--- src/rtl/hash_pkg.sv ---
// rtl/hash_pkg.sv - op/status encodings and entry width helper for the bucket update stage
package hash_pkg;

   typedef enum logic [1:0] {
      OP_LOOKUP = 2'd0,
      OP_INSERT = 2'd1,
      OP_DELETE = 2'd2
   } op_t;

   typedef enum logic [2:0] {
      ST_MISS     = 3'd0,
      ST_HIT      = 3'd1,
      ST_INSERTED = 3'd2,
      ST_UPDATED  = 3'd3,
      ST_DELETED  = 3'd4,
      ST_FULL     = 3'd5,
      ST_BAD_OP   = 3'd6
   } status_t;

   function automatic int entry_width(input int key_width, input int data_width);
      return key_width + data_width;
   endfunction

endpackage

--- src/rtl/bucket_slot_match.sv ---
// rtl/bucket_slot_match.sv - per-table key match and free-slot search over one bucket
module bucket_slot_match
   import hash_pkg::*;
#(
   parameter int KEY_WIDTH   = 2,
   parameter int DATA_WIDTH  = 4,
   parameter int BUCKET_SIZE = 1,
   localparam int E          = entry_width(KEY_WIDTH, DATA_WIDTH),
   localparam int SLOT_W     = (BUCKET_SIZE > 1) ? $clog2(BUCKET_SIZE) : 1
) (
   input  logic [KEY_WIDTH-1:0]     key,
   input  logic [E*BUCKET_SIZE-1:0] content,
   input  logic [BUCKET_SIZE-1:0]   valid,
   output logic                     hit,
   output logic [SLOT_W-1:0]        hit_slot,
   output logic                     free,
   output logic [SLOT_W-1:0]        free_slot,
   output logic [DATA_WIDTH-1:0]    hit_data
);

   // Walk from the highest slot down so the lowest matching slot wins.
   always_comb begin
      hit       = 1'b0;
      hit_slot  = '0;
      free      = 1'b0;
      free_slot = '0;
      hit_data  = '0;
      for (int s = BUCKET_SIZE - 1; s >= 0; s--) begin
         if (valid[s] && (content[s*E+DATA_WIDTH +: KEY_WIDTH] == key)) begin
            hit      = 1'b1;
            hit_slot = SLOT_W'(s);
            hit_data = content[s*E +: DATA_WIDTH];
         end
         if (!valid[s]) begin
            free      = 1'b1;
            free_slot = SLOT_W'(s);
         end
      end
   end

endmodule

--- src/rtl/bucket_update_unit.sv ---
// rtl/bucket_update_unit.sv - applies lookup/insert/delete across all tables and registers write-back and result
module bucket_update_unit
   import hash_pkg::*;
#(
   parameter int DATA_WIDTH         = 4,
   parameter int KEY_WIDTH          = 2,
   parameter int NUMBER_OF_TABLES   = 4,
   parameter int BUCKET_SIZE        = 1,
   parameter int MAX_HASH_ADR_WIDTH = 2,
   localparam int E                 = entry_width(KEY_WIDTH, DATA_WIDTH),
   localparam int BW                = E * BUCKET_SIZE
) (
   input  logic                                                 clk,
   input  logic                                                 reset,
   input  logic                                                 clk_en,
   input  logic                                                 op_valid_i,
   output logic                                                 op_ready_o,
   input  logic [1:0]                                           op_i,
   input  logic [KEY_WIDTH-1:0]                                 key_i,
   input  logic [DATA_WIDTH-1:0]                                data_i,
   input  logic [NUMBER_OF_TABLES-1:0][MAX_HASH_ADR_WIDTH-1:0]  hash_adr_i,
   input  logic [NUMBER_OF_TABLES-1:0][BW-1:0]                  content_i,
   input  logic [NUMBER_OF_TABLES-1:0][BUCKET_SIZE-1:0]         valid_i,
   output logic [NUMBER_OF_TABLES-1:0][MAX_HASH_ADR_WIDTH-1:0]  wb_hash_adr_o,
   output logic [NUMBER_OF_TABLES-1:0][BW-1:0]                  wb_content_o,
   output logic [NUMBER_OF_TABLES-1:0][BUCKET_SIZE-1:0]         wb_valid_o,
   output logic [NUMBER_OF_TABLES-1:0]                          wb_updated_mem_o,
   output logic                                                 result_valid_o,
   input  logic                                                 result_ready_i,
   output logic [2:0]                                           result_status_o,
   output logic [DATA_WIDTH-1:0]                                result_data_o
);

   localparam int SLOT_W = (BUCKET_SIZE > 1) ? $clog2(BUCKET_SIZE) : 1;
   localparam int TBL_W  = (NUMBER_OF_TABLES > 1) ? $clog2(NUMBER_OF_TABLES) : 1;

   logic [NUMBER_OF_TABLES-1:0]                 tbl_hit;
   logic [NUMBER_OF_TABLES-1:0]                 tbl_free;
   logic [NUMBER_OF_TABLES-1:0][SLOT_W-1:0]     tbl_hit_slot;
   logic [NUMBER_OF_TABLES-1:0][SLOT_W-1:0]     tbl_free_slot;
   logic [NUMBER_OF_TABLES-1:0][DATA_WIDTH-1:0] tbl_hit_data;

   logic                   hit_any;
   logic                   free_any;
   logic [TBL_W-1:0]       hit_tbl;
   logic [TBL_W-1:0]       free_tbl;
   logic                   wr_en;
   logic [TBL_W-1:0]       wr_tbl;
   logic [BW-1:0]          wr_content;
   logic [BUCKET_SIZE-1:0] wr_valid;
   status_t                nxt_status;
   logic [DATA_WIDTH-1:0]  nxt_data;
   logic                   accept;

   for (genvar t = 0; t < NUMBER_OF_TABLES; t++) begin : g_match
      bucket_slot_match #(
         .KEY_WIDTH   (KEY_WIDTH),
         .DATA_WIDTH  (DATA_WIDTH),
         .BUCKET_SIZE (BUCKET_SIZE)
      ) u_match (
         .key       (key_i),
         .content   (content_i[t]),
         .valid     (valid_i[t]),
         .hit       (tbl_hit[t]),
         .hit_slot  (tbl_hit_slot[t]),
         .free      (tbl_free[t]),
         .free_slot (tbl_free_slot[t]),
         .hit_data  (tbl_hit_data[t])
      );
   end

   assign op_ready_o = !result_valid_o || result_ready_i;
   assign accept     = op_valid_i && op_ready_o && clk_en;

   // Lowest table wins for both match and free search.
   always_comb begin
      hit_any  = 1'b0;
      hit_tbl  = '0;
      free_any = 1'b0;
      free_tbl = '0;
      for (int t = NUMBER_OF_TABLES - 1; t >= 0; t--) begin
         if (tbl_hit[t]) begin
            hit_any = 1'b1;
            hit_tbl = TBL_W'(t);
         end
         if (tbl_free[t]) begin
            free_any = 1'b1;
            free_tbl = TBL_W'(t);
         end
      end
   end

   // Rewritten bucket starts as a copy of the corrected input so untouched slots pass through.
   always_comb begin
      wr_en      = 1'b0;
      wr_tbl     = hit_tbl;
      wr_content = content_i[hit_tbl];
      wr_valid   = valid_i[hit_tbl];
      nxt_status = ST_BAD_OP;
      nxt_data   = '0;
      case (op_i)
         OP_LOOKUP: begin
            if (hit_any) begin
               nxt_status = ST_HIT;
               nxt_data   = tbl_hit_data[hit_tbl];
            end else begin
               nxt_status = ST_MISS;
            end
         end
         OP_INSERT: begin
            if (hit_any) begin
               wr_en      = 1'b1;
               wr_content[tbl_hit_slot[hit_tbl]*E +: DATA_WIDTH] = data_i;
               nxt_status = ST_UPDATED;
            end else if (free_any) begin
               wr_en      = 1'b1;
               wr_tbl     = free_tbl;
               wr_content = content_i[free_tbl];
               wr_valid   = valid_i[free_tbl];
               wr_content[tbl_free_slot[free_tbl]*E +: E] = {key_i, data_i};
               wr_valid[tbl_free_slot[free_tbl]]          = 1'b1;
               nxt_status = ST_INSERTED;
            end else begin
               nxt_status = ST_FULL;
            end
         end
         OP_DELETE: begin
            if (hit_any) begin
               wr_en      = 1'b1;
               wr_valid[tbl_hit_slot[hit_tbl]] = 1'b0;
               nxt_status = ST_DELETED;
            end else begin
               nxt_status = ST_MISS;
            end
         end
         default: nxt_status = ST_BAD_OP;
      endcase
   end

   always_ff @(posedge clk) begin
      if (reset) begin
         result_valid_o   <= 1'b0;
         result_status_o  <= '0;
         result_data_o    <= '0;
         wb_hash_adr_o    <= '0;
         wb_content_o     <= '0;
         wb_valid_o       <= '0;
         wb_updated_mem_o <= '0;
      end else if (clk_en) begin
         wb_updated_mem_o <= '0;
         if (accept) begin
            result_valid_o  <= 1'b1;
            result_status_o <= nxt_status;
            result_data_o   <= nxt_data;
            if (wr_en) begin
               wb_updated_mem_o[wr_tbl] <= 1'b1;
               wb_hash_adr_o[wr_tbl]    <= hash_adr_i[wr_tbl];
               wb_content_o[wr_tbl]     <= wr_content;
               wb_valid_o[wr_tbl]       <= wr_valid;
            end
         end else if (result_ready_i) begin
            result_valid_o <= 1'b0;
         end
      end
   end

endmodule

--- config.mk ---
export PLATFORM = sky130hd
export DESIGN_NAME = bucket_update_unit
export DESIGN_NICKNAME = d
export VERILOG_FILES = /design/src/rtl/hash_pkg.sv /design/src/rtl/bucket_slot_match.sv /design/src/rtl/bucket_update_unit.sv
export SDC_FILE = /design/constraint.sdc
export NUM_CORES = 1
export LEC_CHECK = 0
export CORE_UTILIZATION = 45
export CTS_CLUSTER_SIZE = 24
export DETAILED_ROUTE_END_ITERATION = 12
export GPL_TIMING_DRIVEN = 0
export PLACE_DENSITY = 0.88
export SYNTH_ARGS = -nofsm -noshare
export SYNTH_HDL_FRONTEND = slang
export SYNTH_SLANG_ARGS = --single-unit
--- constraint.sdc ---
create_clock -name clk -period 2.85 [get_ports clk]
set_input_delay 0.285 -clock clk [delete_from_list [all_inputs] [get_ports clk]]
set_output_delay 0.285 -clock clk [all_outputs]
set_load 0.05 [all_outputs]
# == Yosys cells after proc, flatten, opt, wreduce, memory -nomap -nowiden ==
# Cells that the tools add are included.
# totals
n_memories,0
mem_bits_rw,0
latch_bits,0
ff_bits,48
elab_cells,135
romBits,0
in_bits,49
# op_classes
n_addsub,2
div_mod_pow,0
shift,4
mux,78
n_lt_le_gt_ge,8
reduce_logical,16
n_bitwise,3
eq_ne,6
n_mul,2
# ops
op,n
negator 4 -> 34 bit,2
2-to-1 mux 4 bit,9
2-to-1 mux 6 bit,6
"variable shift 4 x 34 -> 6 bit, first input constant",1
"variable shift 6 x 34 -> 6 bit, first input constant",1
indexed part select 4 x 34 -> 6 bit,1
indexed part select 6 x 34 -> 6 bit,1
2-to-1 mux 1 bit,28
2-to-1 mux 2 bit,13
binary-select mux 6 bit (select 2 bit),2
bitwise mux 24 bit,1
bitwise mux 6 bit,2
demux 6 bit (select 2 bit),1
logical AND 1 bit,9
"< comparator 2 x 3 -> 1 bit, second input constant",3
2-to-1 mux 3 bit,3
one-hot mux 3 bit (3 select lines),1
binary-select mux 1 bit (select 2 bit),4
binary-select mux 4 bit (select 2 bit),1
bitwise mux 8 bit,1
== test 2 bit,4
"multiplier 1 x 2 -> 3 bit, second input constant",2
binary-select mux 2 bit (select 2 bit),1
bitwise mux 4 bit,1
17 further kinds,21

# == Logic depth before layout (Yosys ltp) ==
# logic_depth
word_depth,17
ltp_mapped,11
depth_no_buf,9

# == Hierarchy ==
# A second synthesis with hierarchy kept.
# hier_totals
hier_cells,368
area_unflattened_um2,3173.0
# modules_own_cells
module,n_inst,seq_area_each_um2,cells_per_inst,area_each_um2
bucket_update_unit,1,960.9,308,2852.7
bucket_slot_match,4,0.0,15,80.1

# == Least setup slack after synthesis ==
# No wires, ideal clock.
# synth_path
kind,flip-flop to flip-flop
start,register result_valid_o
end,register wb_content_o[7] (netlist bit)
arrival_ns,2.459
setup_ns,0.128
stages_incl_launch_ff,10
period_less_slack_ns,2.587
path_buffers,2
slack_ns,0.263
required_time_ns,2.722
path_cell_list,dfxtp_1 > nand2b_1 > and3_1 > buf_2 > and2_1 > nor2b_1 > o211ai_2 > buf_6 > mux2i_1 > nor2_1
# synth_between
elab_chain_len,5
# synth_lines
element,line,text
from (decl),bucket_update_unit.sv:28,"output logic result_valid_o,"
from (signal assigned),bucket_update_unit.sv:142,result_valid_o <= 1'b0;
from (signal assigned),bucket_update_unit.sv:152,result_valid_o <= 1'b1;
from (signal assigned),bucket_update_unit.sv:162,result_valid_o <= 1'b0;
zero test 1 bit,bucket_update_unit.sv:72,assign op_ready_o = !result_valid_o || result_ready_i;
logical OR 1 bit,bucket_update_unit.sv:72,
net op_ready_o,bucket_update_unit.sv:17,"output logic op_ready_o,"
logical AND 1 bit (2 in a row),bucket_update_unit.sv:73,assign accept = op_valid_i && op_ready_o && clk_en;
AND reduction 3 bit (no line),n/a,
"to (signal, indexed assignment)",bucket_update_unit.sv:158,wb_content_o[wr_tbl] <= wr_content;
to (decl),bucket_update_unit.sv:25,"output logic [NUMBER_OF_TABLES-1:0][BW-1:0] wb_content_o,"
# The timed path passes the listed nets, and every way through them passes these cells.
# A chain may end at the register's enable or synchronous reset.

# == Worst setup path after layout ==
# layout_path
start,input op_i[1]
end,register wb_content_o[7] (netlist bit)
# layout_between
elab_chain_len,7
# layout_lines
element,line,text
from (decl),bucket_update_unit.sv:18,"input logic [1:0] op_i,"
== test 2 x 1 -> 1 bit,bucket_update_unit.sv:101,case (op_i)
2-to-1 mux 2 bit,bucket_update_unit.sv:101,
< comparator 2 x 3 -> 1 bit (not written as such) / >= comparator 2 x 1 -> 1 bit (equally long branches),bucket_update_unit.sv:158,
logical AND 1 bit (not written as such),bucket_update_unit.sv:158,
2-to-1 mux 6 bit (not written as such),bucket_update_unit.sv:158,
demux 6 bit (select 2 bit),bucket_update_unit.sv:158,
bitwise mux 24 bit,bucket_update_unit.sv:158,
# Parallel ways exist; a longest one is shown, timed or not.

==> key figures <==
Pwr
  • Logic gate share of total power: 23.9%
  • Sw frac: 27.8%
  • Seq pwr share: 44.9%
  • Final Power: 1.52 mW
  • Lkg Pwr: 1.54 nW
  • Power per cell area: 401 nW/µm²
  • Internal power: 1.10 mW
  • Reported net switching power: 0.422 mW
  • Clock power frac: 31.2%
  • Maximum vdd drop: 0.228 mV

Synthesis
  • Syn Std Cell Area: 2650 µm²
  • Post-synthesis sequential area ratio: 36.3%
  • Post-synth ARST share: 0%
  • Area leader, netlist: dfxtp_1
  • Mapped Avg Cell Area: 9.38 µm²
  • Most common cell in the netlist: dfxtp_1
  • Post-synth cell types: 50
  • Cells after synthesis: 282
  • Ys flop type: dfxtp_1
  • Synth area leaders: dfxtp_1 36%, mux2i_1 9.1%, nor2_1 5.3%, nand3b_1 2.8%, buf_6 2.6%
  • Post-synth top area share: 36.3%
  • Yosys warns: 0
  • Net count of the mapped netlist: 335
  • Post-synthesis sequential element count: 48
  • Post-synth EDFFs: 0
  • Top cells by count, synth: 48 x dfxtp_1, 37 x nor2_1, 24 x mux2i_1

Critical path
  • Setup crit start kind: input port
  • CP endpoint kind: flip-flop
  • CP peak stage delay: 0.49 ns
  • Slowest cell on the critical path: a311oi_4
  • Critical-path cell list: clkdlybuf4s50_1 > inv_1 > ha_1 > nand4_1 > a311oi_4 > nor2b_1 > o211ai_2 > buf_6 > mux2i_1 > nor2_1
  • Crit path DAT: 2.76 ns
  • Crit path kind: input port to flip-flop
  • WP data required: 3.01 ns
  • Critical path peak fanout: 10
  • R2R depth: 9

Floorplan
  • Initial Util: 47.5%
  • IO Count: 98
  • Die X-Extent: 78.7 µm
  • Row cnt: 27
  • CORE AREA: 5570 µm²
  • Die Area: 6190 µm²
  • Chip Height: 78.7 µm

Route
  • Wire per inst: 15.7 µm
  • DR DRC count: 0
  • Routed vias/inst: 5.56
  • Via count: 2536
  • Post-route ant nets: 0
  • DRT Pass-1 Iters: 5
  • Initial DRC Count: 128
  • Drt total wl: 7.16 mm

STA
  • Highest Clock Rate: 385 MHz
  • Worst clock skew: 0.00613 ns
  • Min Clock Period, post-route: 2.60 ns
  • Slew margin rel.: 55.6%
  • Pins Over Slew Limit: 0
  • Unrepaired setup endpoints after global routing: no
  • Hold_ws: 0.471 ns
  • Slew @ Worst Pin: 0.660 ns
  • Setup violators final: 0
  • Final TNS setup: 0 ns
  • Final hold violation count: 0
  • Period utilization: 91.1%
  • Final WS setup: 0.252 ns

Global route
  • Total track usage: 24.0%
  • Global-route wire length before repair: 11.8 mm
  • Vias in the first global route: 2504
  • Initial antenna violation count: 0
  • Grt ovf: 0
  • Largest net degree at the start of global routing: 15

CTS
  • Hold buffer count at CTS: 0
  • H-tree depth: 2
  • Max Root-Sink Buffers: 2
  • Total CTS buffers: 5
  • Worst skew pair latency: 0.29 ns
  • Sink Count: 48
  • Post_cts resized: 0
  • CTS tree: done
  • Clock Pin Slew Worst Setup and Hold Paths: 0.08 ns
  • Clk root buf: clkbuf_8
  • Post-CTS Setup Bufs: 0

Run status
  • Status: finished, final reports clean

Placed design
  • Buffers on Ports: 95
  • Cell count after placement: 449
  • Placed inst area: 3690 µm²
  • Dpl ws: -0.0941 ns
  • Final Wtd Congestion: 0.828
  • Hpwl dp: 5.41 mm

Worst hold path
  • Hold depth: 2
  • Worst hold path type: flip-flop to flip-flop

Cells and area
  • Post-Layout Cell Count: 456
  • Post-route cell area: 3790 µm²
  • Nets: 436
  • Area Growth Syn to Fin: 43.3%
  • ANT cells: 0
  • Fill count: 444
  • Fraction of layout cells with a size suffix above 1: 9.64%
  • Core Util, Final: 68.0%

Run
  • Max-cap violations: 0
## final timing paths
kind | startpoint | slack (ns) | end
max | op_i[1] | 0.25 | wb_content_o[7]$_SDFFE_PP0P_
min | result_data_o[3]$_SDFFE_PP0P_ | 0.47 | result_data_o[3]$_SDFFE_PP0P_
max reg2reg | result_valid_o$_SDFFE_PP0P_ | 0.70 | wb_content_o[7]$_SDFFE_PP0P_
min reg2reg | result_data_o[3]$_SDFFE_PP0P_ | 0.47 | result_data_o[3]$_SDFFE_PP0P_
## per-layer routing
layer | vias up | routed length, µm | global-route usage, %
li1 | 1222 | - | -
met1 | 1199 | 3020 | 29.5
met2 | 105 | 3550 | 41.9
met3 | 10 | 466 | 4.19
met4 | 0 | 127 | 7.78
met5 | - | 0 | 0
## power groups by stage
stage | logic, mW | registers (mW) | clock network (mW)
2_1_floorplan | 0.189 | 0.727 | 0
3_3_place_gp | 0.351 | 0.698 | 0
3_5_place_dp | 0.358 | 0.698 | 0
4_1_cts | 0.360 | 0.683 | 0.481
5_1_grt | 0.389 | 0.684 | 0.515
6_report | 0.363 | 0.683 | 0.475
## placed cells by master, fill, tap and decap left out, types with 6 or more instances in the layout
master           count
mux2i_1             24
a31oi_1              6
buf_2                6
nor3_1               9
clkbuf_1             6
buf_6                6
nand3_1              9
nand3b_1            10
a21oi_1             10
clkdlybuf4s50_1     95
nand2b_1             6
nand2_1             11
o21ai_1              8
o21ai_0              6
dfxtp_1             48
o211ai_1             7
nor2_1              37
o21a_1               6
## critical path, delay by kind of cell
| family | cells | cell delay (ns) |
|---|---|---|
| and+or+nand+nor | 3 | 0.46 |
| AOI/OAI and AO/OA | 2 | 0.64 |
| muxes | 1 | 0.23 |
| buffers and inverters | 3 | 0.78 |
| adders and majority gates | 1 | 0.36 |
## layout make-up
class	instances	area, µm²	share of cell area, %
buffer	18	124	3.27
clock buffer	6	72.6	1.91
clock inverter	2	35.0	0.924
inverter	4	15.0	0.396
multi-input combinational	211	1540	40.7
sequential	48	961	25.4
tap	72	90.1	2.38
timing repair buffer	95	951	25.1
## cell families after synthesis
family	synth area share [%]
and+or+nand+nor	21.6
AOI/OAI and AO/OA	20.5
DFF	36.3
muxes	10.8
buffers and inverters	5.39
xor gates and xnor gates	3.50
adders and majority gates	1.89
## registers in the layout, summed over array words and instances (netlist names)
signal and count:
wb_hash_adr_o 8, wb_content_o 24, result_data_o 4, result_status_o 3
wb_updated_mem_o 4, wb_valid_o 4, result_valid_o 1
No activity file was read; power rests on OpenSTA's default activity.
